## src/rtl/ram_port_arbiter_if.sv

```systemverilog
// ram_port_arbiter_if: requester handshakes (fetch m0, LSU m1) and RAM port for ram_port_arbiter.
interface ram_port_arbiter_if #(
  parameter int ADDR_W = 32,
  parameter int DATA_W = 32
);
  logic              m0_req;
  logic [ADDR_W-1:0] m0_addr;
  logic              m0_gnt;
  logic              m0_rvalid;
  logic [DATA_W-1:0] m0_rdata;
  logic              m1_req;
  logic              m1_we;
  logic [ADDR_W-1:0] m1_addr;
  logic [DATA_W-1:0] m1_wdata;
  logic [2:0]        m1_width;
  logic              m1_gnt;
  logic              m1_rvalid;
  logic [DATA_W-1:0] m1_rdata;
  logic              busy;
  logic [ADDR_W-1:0] ram_addra;
  logic [DATA_W-1:0] ram_dina;
  logic              ram_wea;
  logic [2:0]        ram_u_b_h_w;
  logic [DATA_W-1:0] ram_douta;
  modport slave (
    input  m0_req, m0_addr, m1_req, m1_we, m1_addr, m1_wdata, m1_width, ram_douta,
    output m0_gnt, m0_rvalid, m0_rdata, m1_gnt, m1_rvalid, m1_rdata, busy,
           ram_addra, ram_dina, ram_wea, ram_u_b_h_w
  );
  modport master (
    output m0_req, m0_addr, m1_req, m1_we, m1_addr, m1_wdata, m1_width, ram_douta,
    input  m0_gnt, m0_rvalid, m0_rdata, m1_gnt, m1_rvalid, m1_rdata, busy,
           ram_addra, ram_dina, ram_wea, ram_u_b_h_w
  );
endinterface

```

## src/rtl/ram_port_arbiter.sv

```systemverilog
// ram_port_arbiter: shares one byte-addressed RAM between fetch (m0) and LSU (m1), IDLE->ACCESS->RESP.
// Define RAM_ARB_ROUND_ROBIN_EN for round-robin tie-break; otherwise m1 always wins a tie.
module ram_port_arbiter #(
  parameter int ADDR_W = 32,
  parameter int DATA_W = 32
) (
  input logic clk,
  input logic rst,
  ram_port_arbiter_if.slave bus
);
  typedef enum logic [1:0] {IDLE, ACCESS, RESP} state_t;
  state_t            r_state;
  logic [ADDR_W-1:0] r_addr;
  logic [DATA_W-1:0] r_wdata;
  logic [DATA_W-1:0] r_m0_rdata;
  logic [DATA_W-1:0] r_m1_rdata;
  logic [2:0]        r_width;
  logic              r_we;
  logic              r_wea;
  logic              r_owner;
  logic              r_m0_gnt;
  logic              r_m1_gnt;
  logic              r_m0_rvalid;
  logic              r_m1_rvalid;
  logic              r_busy;
  logic              w_any;
  logic              w_pick1;
  logic              w_m1_pri;
`ifdef RAM_ARB_ROUND_ROBIN_EN
  logic              r_last;
  assign w_m1_pri = ~r_last;
`else
  assign w_m1_pri = 1'b1;
`endif
  assign w_any   = bus.m0_req | bus.m1_req;
  assign w_pick1 = bus.m1_req & (~bus.m0_req | w_m1_pri);
  always_ff @(posedge clk) begin
    if (rst) begin
      r_state     <= IDLE;
      r_addr      <= '0;
      r_wdata     <= '0;
      r_width     <= '0;
      r_we        <= 1'b0;
      r_wea       <= 1'b0;
      r_owner     <= 1'b0;
      r_m0_gnt    <= 1'b0;
      r_m1_gnt    <= 1'b0;
      r_m0_rvalid <= 1'b0;
      r_m1_rvalid <= 1'b0;
      r_busy      <= 1'b0;
      r_m0_rdata  <= '0;
      r_m1_rdata  <= '0;
`ifdef RAM_ARB_ROUND_ROBIN_EN
      r_last      <= 1'b0;
`endif
    end else begin
      r_m0_gnt    <= 1'b0;
      r_m1_gnt    <= 1'b0;
      r_m0_rvalid <= 1'b0;
      r_m1_rvalid <= 1'b0;
      r_wea       <= 1'b0;
      if (r_state == ACCESS) begin
        r_state     <= RESP;
        r_m0_rvalid <= ~r_owner;
        r_m1_rvalid <= r_owner;
        if (!r_we && !r_owner) r_m0_rdata <= bus.ram_douta;
        if (!r_we && r_owner) r_m1_rdata <= bus.ram_douta;
      end else if (w_any) begin
        // fetch is read-only word access; its store-data path keeps the previous value
        r_state  <= ACCESS;
        r_busy   <= 1'b1;
        r_owner  <= w_pick1;
        r_addr   <= w_pick1 ? bus.m1_addr : bus.m0_addr;
        r_wdata  <= w_pick1 ? bus.m1_wdata : r_wdata;
        r_width  <= w_pick1 ? bus.m1_width : 3'b010;
        r_we     <= w_pick1 & bus.m1_we;
        r_wea    <= w_pick1 & bus.m1_we;
        r_m0_gnt <= ~w_pick1;
        r_m1_gnt <= w_pick1;
`ifdef RAM_ARB_ROUND_ROBIN_EN
        r_last   <= w_pick1;
`endif
      end else begin
        r_state <= IDLE;
        r_busy  <= 1'b0;
      end
    end
  end
  assign bus.m0_gnt      = r_m0_gnt;
  assign bus.m1_gnt      = r_m1_gnt;
  assign bus.m0_rvalid   = r_m0_rvalid;
  assign bus.m1_rvalid   = r_m1_rvalid;
  assign bus.m0_rdata    = r_m0_rdata;
  assign bus.m1_rdata    = r_m1_rdata;
  assign bus.busy        = r_busy;
  assign bus.ram_addra   = r_addr;
  assign bus.ram_dina    = r_wdata;
  assign bus.ram_wea     = r_wea;
  assign bus.ram_u_b_h_w = r_width;
endmodule
```

## src/flat_wrapper.sv

```systemverilog
// flat-port wrapper written by rule: the top's interface ports become plain ports
module ram_port_arbiter_flat 
#(
  parameter int ADDR_W = 32,
  parameter int DATA_W = 32
)
  (clk, rst, bus_m0_req, bus_m0_addr, bus_m1_req, bus_m1_we, bus_m1_addr, bus_m1_wdata, bus_m1_width, bus_ram_douta, bus_m0_gnt, bus_m0_rvalid, bus_m0_rdata, bus_m1_gnt, bus_m1_rvalid, bus_m1_rdata, bus_busy, bus_ram_addra, bus_ram_dina, bus_ram_wea, bus_ram_u_b_h_w);
  ram_port_arbiter_if #(.ADDR_W(ADDR_W), .DATA_W(DATA_W)) bus_i ();
  input logic clk;
  input logic rst;
  input wire logic [$bits(bus_i.m0_req)-1:0] bus_m0_req;
  input wire logic [$bits(bus_i.m0_addr)-1:0] bus_m0_addr;
  input wire logic [$bits(bus_i.m1_req)-1:0] bus_m1_req;
  input wire logic [$bits(bus_i.m1_we)-1:0] bus_m1_we;
  input wire logic [$bits(bus_i.m1_addr)-1:0] bus_m1_addr;
  input wire logic [$bits(bus_i.m1_wdata)-1:0] bus_m1_wdata;
  input wire logic [$bits(bus_i.m1_width)-1:0] bus_m1_width;
  input wire logic [$bits(bus_i.ram_douta)-1:0] bus_ram_douta;
  output wire logic [$bits(bus_i.m0_gnt)-1:0] bus_m0_gnt;
  output wire logic [$bits(bus_i.m0_rvalid)-1:0] bus_m0_rvalid;
  output wire logic [$bits(bus_i.m0_rdata)-1:0] bus_m0_rdata;
  output wire logic [$bits(bus_i.m1_gnt)-1:0] bus_m1_gnt;
  output wire logic [$bits(bus_i.m1_rvalid)-1:0] bus_m1_rvalid;
  output wire logic [$bits(bus_i.m1_rdata)-1:0] bus_m1_rdata;
  output wire logic [$bits(bus_i.busy)-1:0] bus_busy;
  output wire logic [$bits(bus_i.ram_addra)-1:0] bus_ram_addra;
  output wire logic [$bits(bus_i.ram_dina)-1:0] bus_ram_dina;
  output wire logic [$bits(bus_i.ram_wea)-1:0] bus_ram_wea;
  output wire logic [$bits(bus_i.ram_u_b_h_w)-1:0] bus_ram_u_b_h_w;
  assign bus_i.m0_req = bus_m0_req;
  assign bus_i.m0_addr = bus_m0_addr;
  assign bus_i.m1_req = bus_m1_req;
  assign bus_i.m1_we = bus_m1_we;
  assign bus_i.m1_addr = bus_m1_addr;
  assign bus_i.m1_wdata = bus_m1_wdata;
  assign bus_i.m1_width = bus_m1_width;
  assign bus_i.ram_douta = bus_ram_douta;
  assign bus_m0_gnt = bus_i.m0_gnt;
  assign bus_m0_rvalid = bus_i.m0_rvalid;
  assign bus_m0_rdata = bus_i.m0_rdata;
  assign bus_m1_gnt = bus_i.m1_gnt;
  assign bus_m1_rvalid = bus_i.m1_rvalid;
  assign bus_m1_rdata = bus_i.m1_rdata;
  assign bus_busy = bus_i.busy;
  assign bus_ram_addra = bus_i.ram_addra;
  assign bus_ram_dina = bus_i.ram_dina;
  assign bus_ram_wea = bus_i.ram_wea;
  assign bus_ram_u_b_h_w = bus_i.ram_u_b_h_w;
  ram_port_arbiter #(.ADDR_W(ADDR_W), .DATA_W(DATA_W)) u_core (.clk(clk), .rst(rst), .bus(bus_i));
endmodule
```

## config.mk

```make
export PLATFORM = sky130hd
export DESIGN_NAME = ram_port_arbiter_flat
export DESIGN_NICKNAME = d
export VERILOG_FILES = /design/src/rtl/ram_port_arbiter_if.sv /design/src/rtl/ram_port_arbiter.sv /design/src/flat_wrapper.sv
export SDC_FILE = /design/constraint.sdc
export NUM_CORES = 1
export LEC_CHECK = 0
export ABC_AREA = 1
export CAP_MARGIN = 20
export CORE_MARGIN = 8
export CORE_UTILIZATION = 42
export DETAILED_ROUTE_END_ITERATION = 12
export GPL_TIMING_DRIVEN = 0
export PLACE_DENSITY = 0.81
export SETUP_SLACK_MARGIN = 0.2
export SLEW_MARGIN = 40
export SYNTH_ARGS = -nofsm -noshare
export SYNTH_HDL_FRONTEND = slang
export SYNTH_SLANG_ARGS = --single-unit
```

## constraint.sdc

```tcl
create_clock -name clk -period 1.8 [get_ports clk]
set_clock_uncertainty 0.15 [all_clocks]
set_input_delay 0.18 -clock clk [delete_from_list [all_inputs] [get_ports clk]]
set_output_delay 0.18 -clock clk [all_outputs]
set_load 0.02 [all_outputs]
```

Word-level counts from Yosys, hierarchy flattened

Index checks and enable logic that the tools add are counted.

Bits in registers: 141
Input bits: 136
Output and inout port bits: 137
Logic and storage cells: 38

Equal/unequal tests: 1
Multiplexer cells: 5
Bitwise logic cells: 6
Reductions and logical operators: 11

Operators by type and width:

| operator             | count |
|---|---|
| $mux W32             | 1 |
| $reduce_and A2 Y1    | 3 |
| $not A1 Y1           | 4 |
| $reduce_or A2 Y1     | 2 |
| $mux W3              | 1 |
| $reduce_and A3 Y1    | 1 |
| $reduce_or A3 Y1     | 1 |
| $eq A2 B1 Y1 const B | 1 |
| $logic_and A1 B1 Y1  | 2 |
| $logic_not A1 Y1     | 2 |
| $mux W1              | 2 |
| $mux W2              | 1 |
| $and A1 B1 Y1        | 1 |
| $or A1 B1 Y1         | 1 |

Logic depth before layout (Yosys ltp)

Gate-level depths: netlist (run 1).

Depth in word-level cells: 3
Mapped depth: 7
Mapped depth without buffers: 6

Worst setup path after synthesis (run 1)

No wires, ideal clock.

Path type: reg-to-reg
Start point: register u_core.r_we
End point: register u_core.r_m0_rdata[12], in the netlist u_core.bus.m0_rdata[12]
Library setup time: 115 ps
Arrival: 967 ps
Slack: 568 ps
Stages on the path, launching flop included: 6
Buffers on the path: 1
Clock period less this slack: 1,232 ps
Cell sequence: dfxtp_1 > nor2_2 > buf_2 > nand3_1 > nand2_1 > nor2_1

Cells in the longest elaborated chain, start to end: 3

Ends and longest elaborated chain:

| item                        | RTL line               | source |
|---|---|---|
| from (decl)                 | ram_port_arbiter.sv:18 | `logic r_we;` |
| from (signal assigned)      | ram_port_arbiter.sv:76 | `r_we <= w_pick1 & bus.m1_we;` |
| $logic_not A1 Y1            | ram_port_arbiter.sv:66 | `if (!r_we && !r_owner) r_m0_rdata <= bus.ram_douta;` |
| $logic_and A1 B1 Y1         | ram_port_arbiter.sv:66 |  |
| $reduce_and A2 Y1 (no line) | --                     |  |
| to (signal assigned)        | ram_port_arbiter.sv:66 |  |
| to (decl)                   | ram_port_arbiter.sv:15 | `logic [DATA_W-1:0] r_m0_rdata;` |

Every way passes these cells.
A chain may end at the register's enable or synchronous reset.

Worst setup path in the final report (run 1)

Start point: register u_core.r_we
End point: register u_core.r_m0_rdata[21], in the netlist u_core.bus.m0_rdata[21]

Same word-level chain as after synthesis.

==> results of run 1 <==
==> logic make-up (layout without fill, tap and decap cells) <==
kind of cell / Yosys count / count (layout) / synth area share
flip-flops: 141 / 141 / 0.476
buffers and inverters: 135 / 438 / 0.0984
AO/OA/AOI/OAI: 67 / 67 / 0.0566
AND/OR/NAND/NOR: 541 / 541 / 0.369
==> cell usage after synthesis, types with 4 or more instances <==
cell | number | area share
inv_1 | 70 | 0.044
a21oi_1 | 66 | 0.056
nand2_1 | 267 | 0.17
clkbuf_1 | 13 | 0.0082
dfxtp_1 | 141 | 0.48
nand3_1 | 101 | 0.085
nor2_2 | 4 | 0.0042
buf_2 | 31 | 0.026
buf_1 | 9 | 0.0057
inv_2 | 4 | 0.0025
buf_4 | 6 | 0.0076
nor2_1 | 163 | 0.10
==> power breakdown <==
group	internal (mW)	leakage, nW	switching [mW]
Combinational	0.780	3.28	1.09
Clock	2.50	0.314	1.32
Sequential	3.36	1.16	0.115
==> cell type report <==
cell class / count / area (um^2)
Tap cell: 180 / 225
Multi-Input combinational cell: 608 / 2520
Clock buffer: 22 / 494
Inverter: 74 / 278
Sequential cell: 141 / 2820
Fill cell: 1265 / 4470
Clock inverter: 9 / 158
Timing Repair Buffer: 272 / 2550
Buffer: 61 / 307
==> sequential cells by signal, summed over array words and instances, names as in the netlist, 2 cells and up <==
signal / flops
u_core.bus.m0_rdata: 32
u_core.bus.m1_rdata: 32
u_core.bus.ram_addra: 32
u_core.bus.ram_dina: 32
u_core.bus.ram_u_b_h_w: 3
u_core.r_state: 2
==> worst min path at each step <==
stage / from / end / slack [ns] / cells after the start
2_1_floorplan: bus_m1_width[0] / u_core.bus.ram_u_b_h_w[0] / 0.13 / 2
3_3_place_gp: u_core.bus.ram_dina[16] / u_core.bus.ram_dina[16] / 0.30 / 2
3_5_place_dp: u_core.bus.ram_dina[12] / u_core.bus.ram_dina[12] / 0.30 / 2
4_1_cts: bus_m1_width[0] / u_core.bus.ram_u_b_h_w[0] / 0.14 / 3
5_1_grt: bus_m1_width[0] / u_core.bus.ram_u_b_h_w[0] / 0.16 / 3
6_report: bus_m1_width[0] / u_core.bus.ram_u_b_h_w[0] / 0.15 / 3
==> what timing repair did <==
action,4_1_cts,5_1_grt
gates cloned,0,0
endpoints found under the setup margin,137,59
resized for setup,137,2
==> worst max-delay path, stage by stage (launching register included) <==
cell     delay [ns]
dfxtp_1        0.34
nor2_2         0.43
buf_2          0.31
nand3_1        0.11
nand2_1        0.10
nor2_1         0.05
==> routing by layer <==
layer	vias up	GRT usage
met1	2901	0.248
met5	-	0
met2	268	0.375
li1	3301	-
met3	33	0.0992
met4	0	0.0805
==> reports/results.ini, run 1 <==
[setup_path]
worstSetupEndpoint=u_core.bus.m0_rdata[21]
arrival_ns=1.75
worst-path-max-fanout=10
crit_start=u_core.r_we
regToRegEndpoint=u_core.bus.m0_rdata[21]
startpoint_type=flop
crit_required_ns=1.96
cp-end-kind=flop
path_class=flop to flop
rr_worst_depth=5
reg2reg_slack_ns=0.21
timing.rr.start=u_core.r_we

[routing]
met3_length_um=2050
ant_nets=0
post-route-drc-count=0
dr.pass1.iters=5
wl_met2_um=10200
detail_route.wl_per_cell_um=15.3
via_per_inst=4.76
drt-initial-drc-count=425
drt_wl_total_um=20900
highest_layer=met4
wl_met1_um=8320
vias=6503

[die]
die_height_um=135
start_util=0.429
core_um2=13800
die_area_um2=18200
std_cell_rows=43
top_level_ports=273
die_w_um=135

[grt]
grt_pass1_wl_um=32500
grt_max_degree=17
grt_pass1_vias=6329
track_usage=0.225
overflow=0
grt_antenna_before_repair=0

[layout]
area_delta_synth_final_pct=57.9
diodes=0
num-nets-final=1311
final_cell_mix=267 x nand2_1, 163 x nor2_1, 141 x dfxtp_1
drive_above_1_share=0.0691
post-route-util=0.677
mostFrequentLayoutCell=nand2_1
stdcell_count=1367
fin_area_um2=9360

[synth]
syn_area_um2=5930
avgSynthCellArea_um2=6.70
synth.distinct_cells=18
synth_edf_count=0
async_flop_share=0
synthFlopType=dfxtp_1
synth-seq-cells=141
synth_seq_area_share=0.476
syn_nets=1020
syn_inst=884
synth_warnings=0

[clocking]
cts.sinks=141
numCtsBuffers=17
insertion_delay_ns=0.41
postCtsSetupBuffers=0
clkSlewWorstSetupHoldPaths_ns=0.06
cts-hold-fix-buffers=0
cts_max_path_buffers=2
cts_root_buffer=clkbuf_16
h-tree-depth=4
cts_tree=built

[place]
placed_area_um2=8870
port-buffer-count=272
dp_cells=1336
place_hpwl_um=16100
finalWeightedCongestion=0.833
dp_worst_setup_slack_ns=-0.114

[power_and_ir_drop]
vdd_ir_drop_max_v=0.000726
total_leakage_power_nw=4.76
power_per_cell_area_nw_per_um2=980
finalPower_mw=9.17

[sta]
worst_slack_ns=0.206
setup_violations=0
fin_crit_ns=1.59
worst_pin_slew_ns=0.513
slew_viol_final=0
max_freq_ghz=0.627
grt_setup_unrepaired=true
slew_headroom=0.658
finalSetupTns_ns=0
min_period_over_period=0.886
hold_viol=0
hold-worst-slack_ns=0.154

[flow_run]
drv_cap=0

[run_status]
status=complete, no violations

[hold_path]
hold_path_class=primary input to flop

Power figures use the tool's default switching activity.
==> run 2, diff against run 1 <==
--- a/config.mk
+++ b/config.mk
@@ -9,8 +9,9 @@
 export CAP_MARGIN = 20
 export CORE_MARGIN = 8
 export CORE_UTILIZATION = 42
+export CTS_BUF_LIST = sky130_fd_sc_hd__clkbuf_16
+export CTS_CLUSTER_SIZE = 24
 export DETAILED_ROUTE_END_ITERATION = 12
-export GPL_TIMING_DRIVEN = 0
 export PLACE_DENSITY = 0.81
 export SETUP_SLACK_MARGIN = 0.2
 export SLEW_MARGIN = 40
==> run 2 against run 1 <==
Utilization shrank 0.92 points. Sequential share of layout area grew 0.42 points. Sequential power is essentially flat. First-iteration DRC count shrank 24%. Sequential cell count is the same. Via count shrank 3.0%. Setup slack gained 0.10 ns. Combinational power shrank 2%. Total power shrank 4.5%. Worst hold slack gained 0.0049 ns. Non-clock buffer count shrank 43.
==> reports/results.ini, run 2 (synthesized netlist as in run 1, its figures left out) <==
[run_status]
status=complete, no violations

[layout]
final_cell_mix=267 x nand2_1, 163 x nor2_1, 141 x dfxtp_1
drive_above_1_share=0.0489  ; -0.0202
area_delta_synth_final_pct=55.7
num-nets-final=1268  ; -3.3%
diodes=0  ; unchanged
mostFrequentLayoutCell=nand2_1

[routing]
vias=6305  ; -3.0%
post-route-drc-count=0  ; unchanged
drt_wl_total_um=19200  ; -8.1%
ant_nets=0  ; unchanged
detail_route.wl_per_cell_um=14.5  ; -5.2%
dr.pass1.iters=6  ; +1
drt-initial-drc-count=323  ; -24%
via_per_inst=4.76  ; about the same

[grt]
grt_antenna_before_repair=0  ; unchanged
grt_pass1_wl_um=30200  ; -7.1%
grt_max_degree=98  ; +81
overflow=0  ; unchanged
grt_pass1_vias=6010  ; -5.0%
track_usage=0.206  ; -0.0184

[clocking]
h-tree-depth=4  ; unchanged
cts_tree=built
clkSlewWorstSetupHoldPaths_ns=0.06  ; about the same
cts.sinks=141  ; unchanged
postCtsSetupBuffers=0  ; unchanged
numCtsBuffers=17  ; unchanged
insertion_delay_ns=0.41  ; about the same
cts_root_buffer=clkbuf_16
cts_max_path_buffers=2  ; unchanged

[die]
core_um2=13800  ; unchanged
die_height_um=135  ; unchanged
die_w_um=135  ; unchanged
start_util=0.429  ; unchanged
top_level_ports=273  ; unchanged
die_area_um2=18200  ; unchanged
std_cell_rows=43  ; unchanged

[place]
finalWeightedCongestion=0.816  ; -2.0%
port-buffer-count=272  ; unchanged
place_hpwl_um=13600  ; -15%

[power_and_ir_drop]
vdd_ir_drop_max_v=0.000567  ; -22%
power_per_cell_area_nw_per_um2=948  ; -3.2%
total_leakage_power_nw=4.66  ; -2.1%
finalPower_mw=8.75  ; -4.5%

[sta]
finalSetupTns_ns=0  ; unchanged
hold_viol=0  ; unchanged
grt_setup_unrepaired=true
slew_headroom=0.666  ; +0.00774
worst_pin_slew_ns=0.501  ; -0.0116 ns
fin_crit_ns=1.49  ; -0.105 ns
setup_violations=0  ; unchanged
max_freq_ghz=0.671  ; +7.0%
slew_viol_final=0  ; unchanged
min_period_over_period=0.827  ; -0.0581

[flow_run]
drv_cap=0  ; unchanged

[setup_path]
crit_required_ns=1.99  ; +0.03 ns
worst-path-max-fanout=34  ; +24
path_class=primary input to flop
cp-end-kind=flop
arrival_ns=1.68  ; -0.07 ns
startpoint_type=primary input

[hold_path]
hold_path_class=primary input to flop

-- run 2: repair_timing --
item,4_1_cts,5_1_grt
setup endpoints to repair,137,34
gates cloned,0,1
hold endpoints to repair,1,0
hold buffers,1,0
gates resized for setup,137,1
-- run 2: final cells by class --
| cell class | instances | area [um^2] |
|---|---|---|
| clock buffers | 17 | 425 |
| clock inverters | 15 | 156 |
| fillers | 1244 | 4600 |
| inverters | 74 | 279 |
| multi-input cells | 608 | 2530 |
| flip-flops and latches | 141 | 2820 |
| well taps | 180 | 225 |
| repair buffers | 290 | 2790 |
-- run 2: where the power goes --
group / leakage [nW] / internal (mW) / switching, mW
Sequential: 1.16 / 3.36 / 0.118
Clock: 0.289 / 2.15 / 1.30
Combinational: 3.21 / 0.782 / 1.05
Total: 4.66 / 6.29 / 2.46
-- run 2: path summary, 6_finish.rpt --
kind | startpoint | end | slack, ns | depth (start not counted)
worst max-delay path | bus_m1_req | u_core.bus.ram_dina[4] | 0.31 | 7
worst min-delay path | bus_m1_we | u_core.bus.ram_wea | 0.16 | 3
worst max register to register | u_core.r_state[0] | u_core.bus.m1_rdata[5] | 0.31 | 6
worst min register to register | u_core.bus.ram_dina[10] | u_core.bus.ram_dina[10] | 0.30 | 2
-- run 2: metrics by stage --
stage	utilization	worst slack [ns]	hold slack, ns	instances	instance area [um^2]
after floorplan	-	0.568	0.133	884	5930
final	0.667	0.311	0.159	1325	9230
after detailed placement	0.635	0.206	0.303	1291	8780
after CTS	0.665	0.253	0.137	1324	9200
after global placement	0.635	0.230	0.297	1291	8780
after global routing	0.667	0.195	0.165	1325	9230
-- run 2: worst max-delay path, cell delays in order --
cell and delay [ns]:
dlygate4sd3_1 0.54, buf_2 0.18, buf_12 0.18, nand2_1 0.10, buf_4 0.26, nand2_1 0.10, a21oi_1 0.14
-- run 2: metal layers --
metal	up-vias	global-route usage	wire length, um
met4	0	0.0936	528
met3	35	0.0895	1950
met1	2817	0.232	7600
met2	239	0.331	9150
li1	3214	-	-
met5	-	0	0
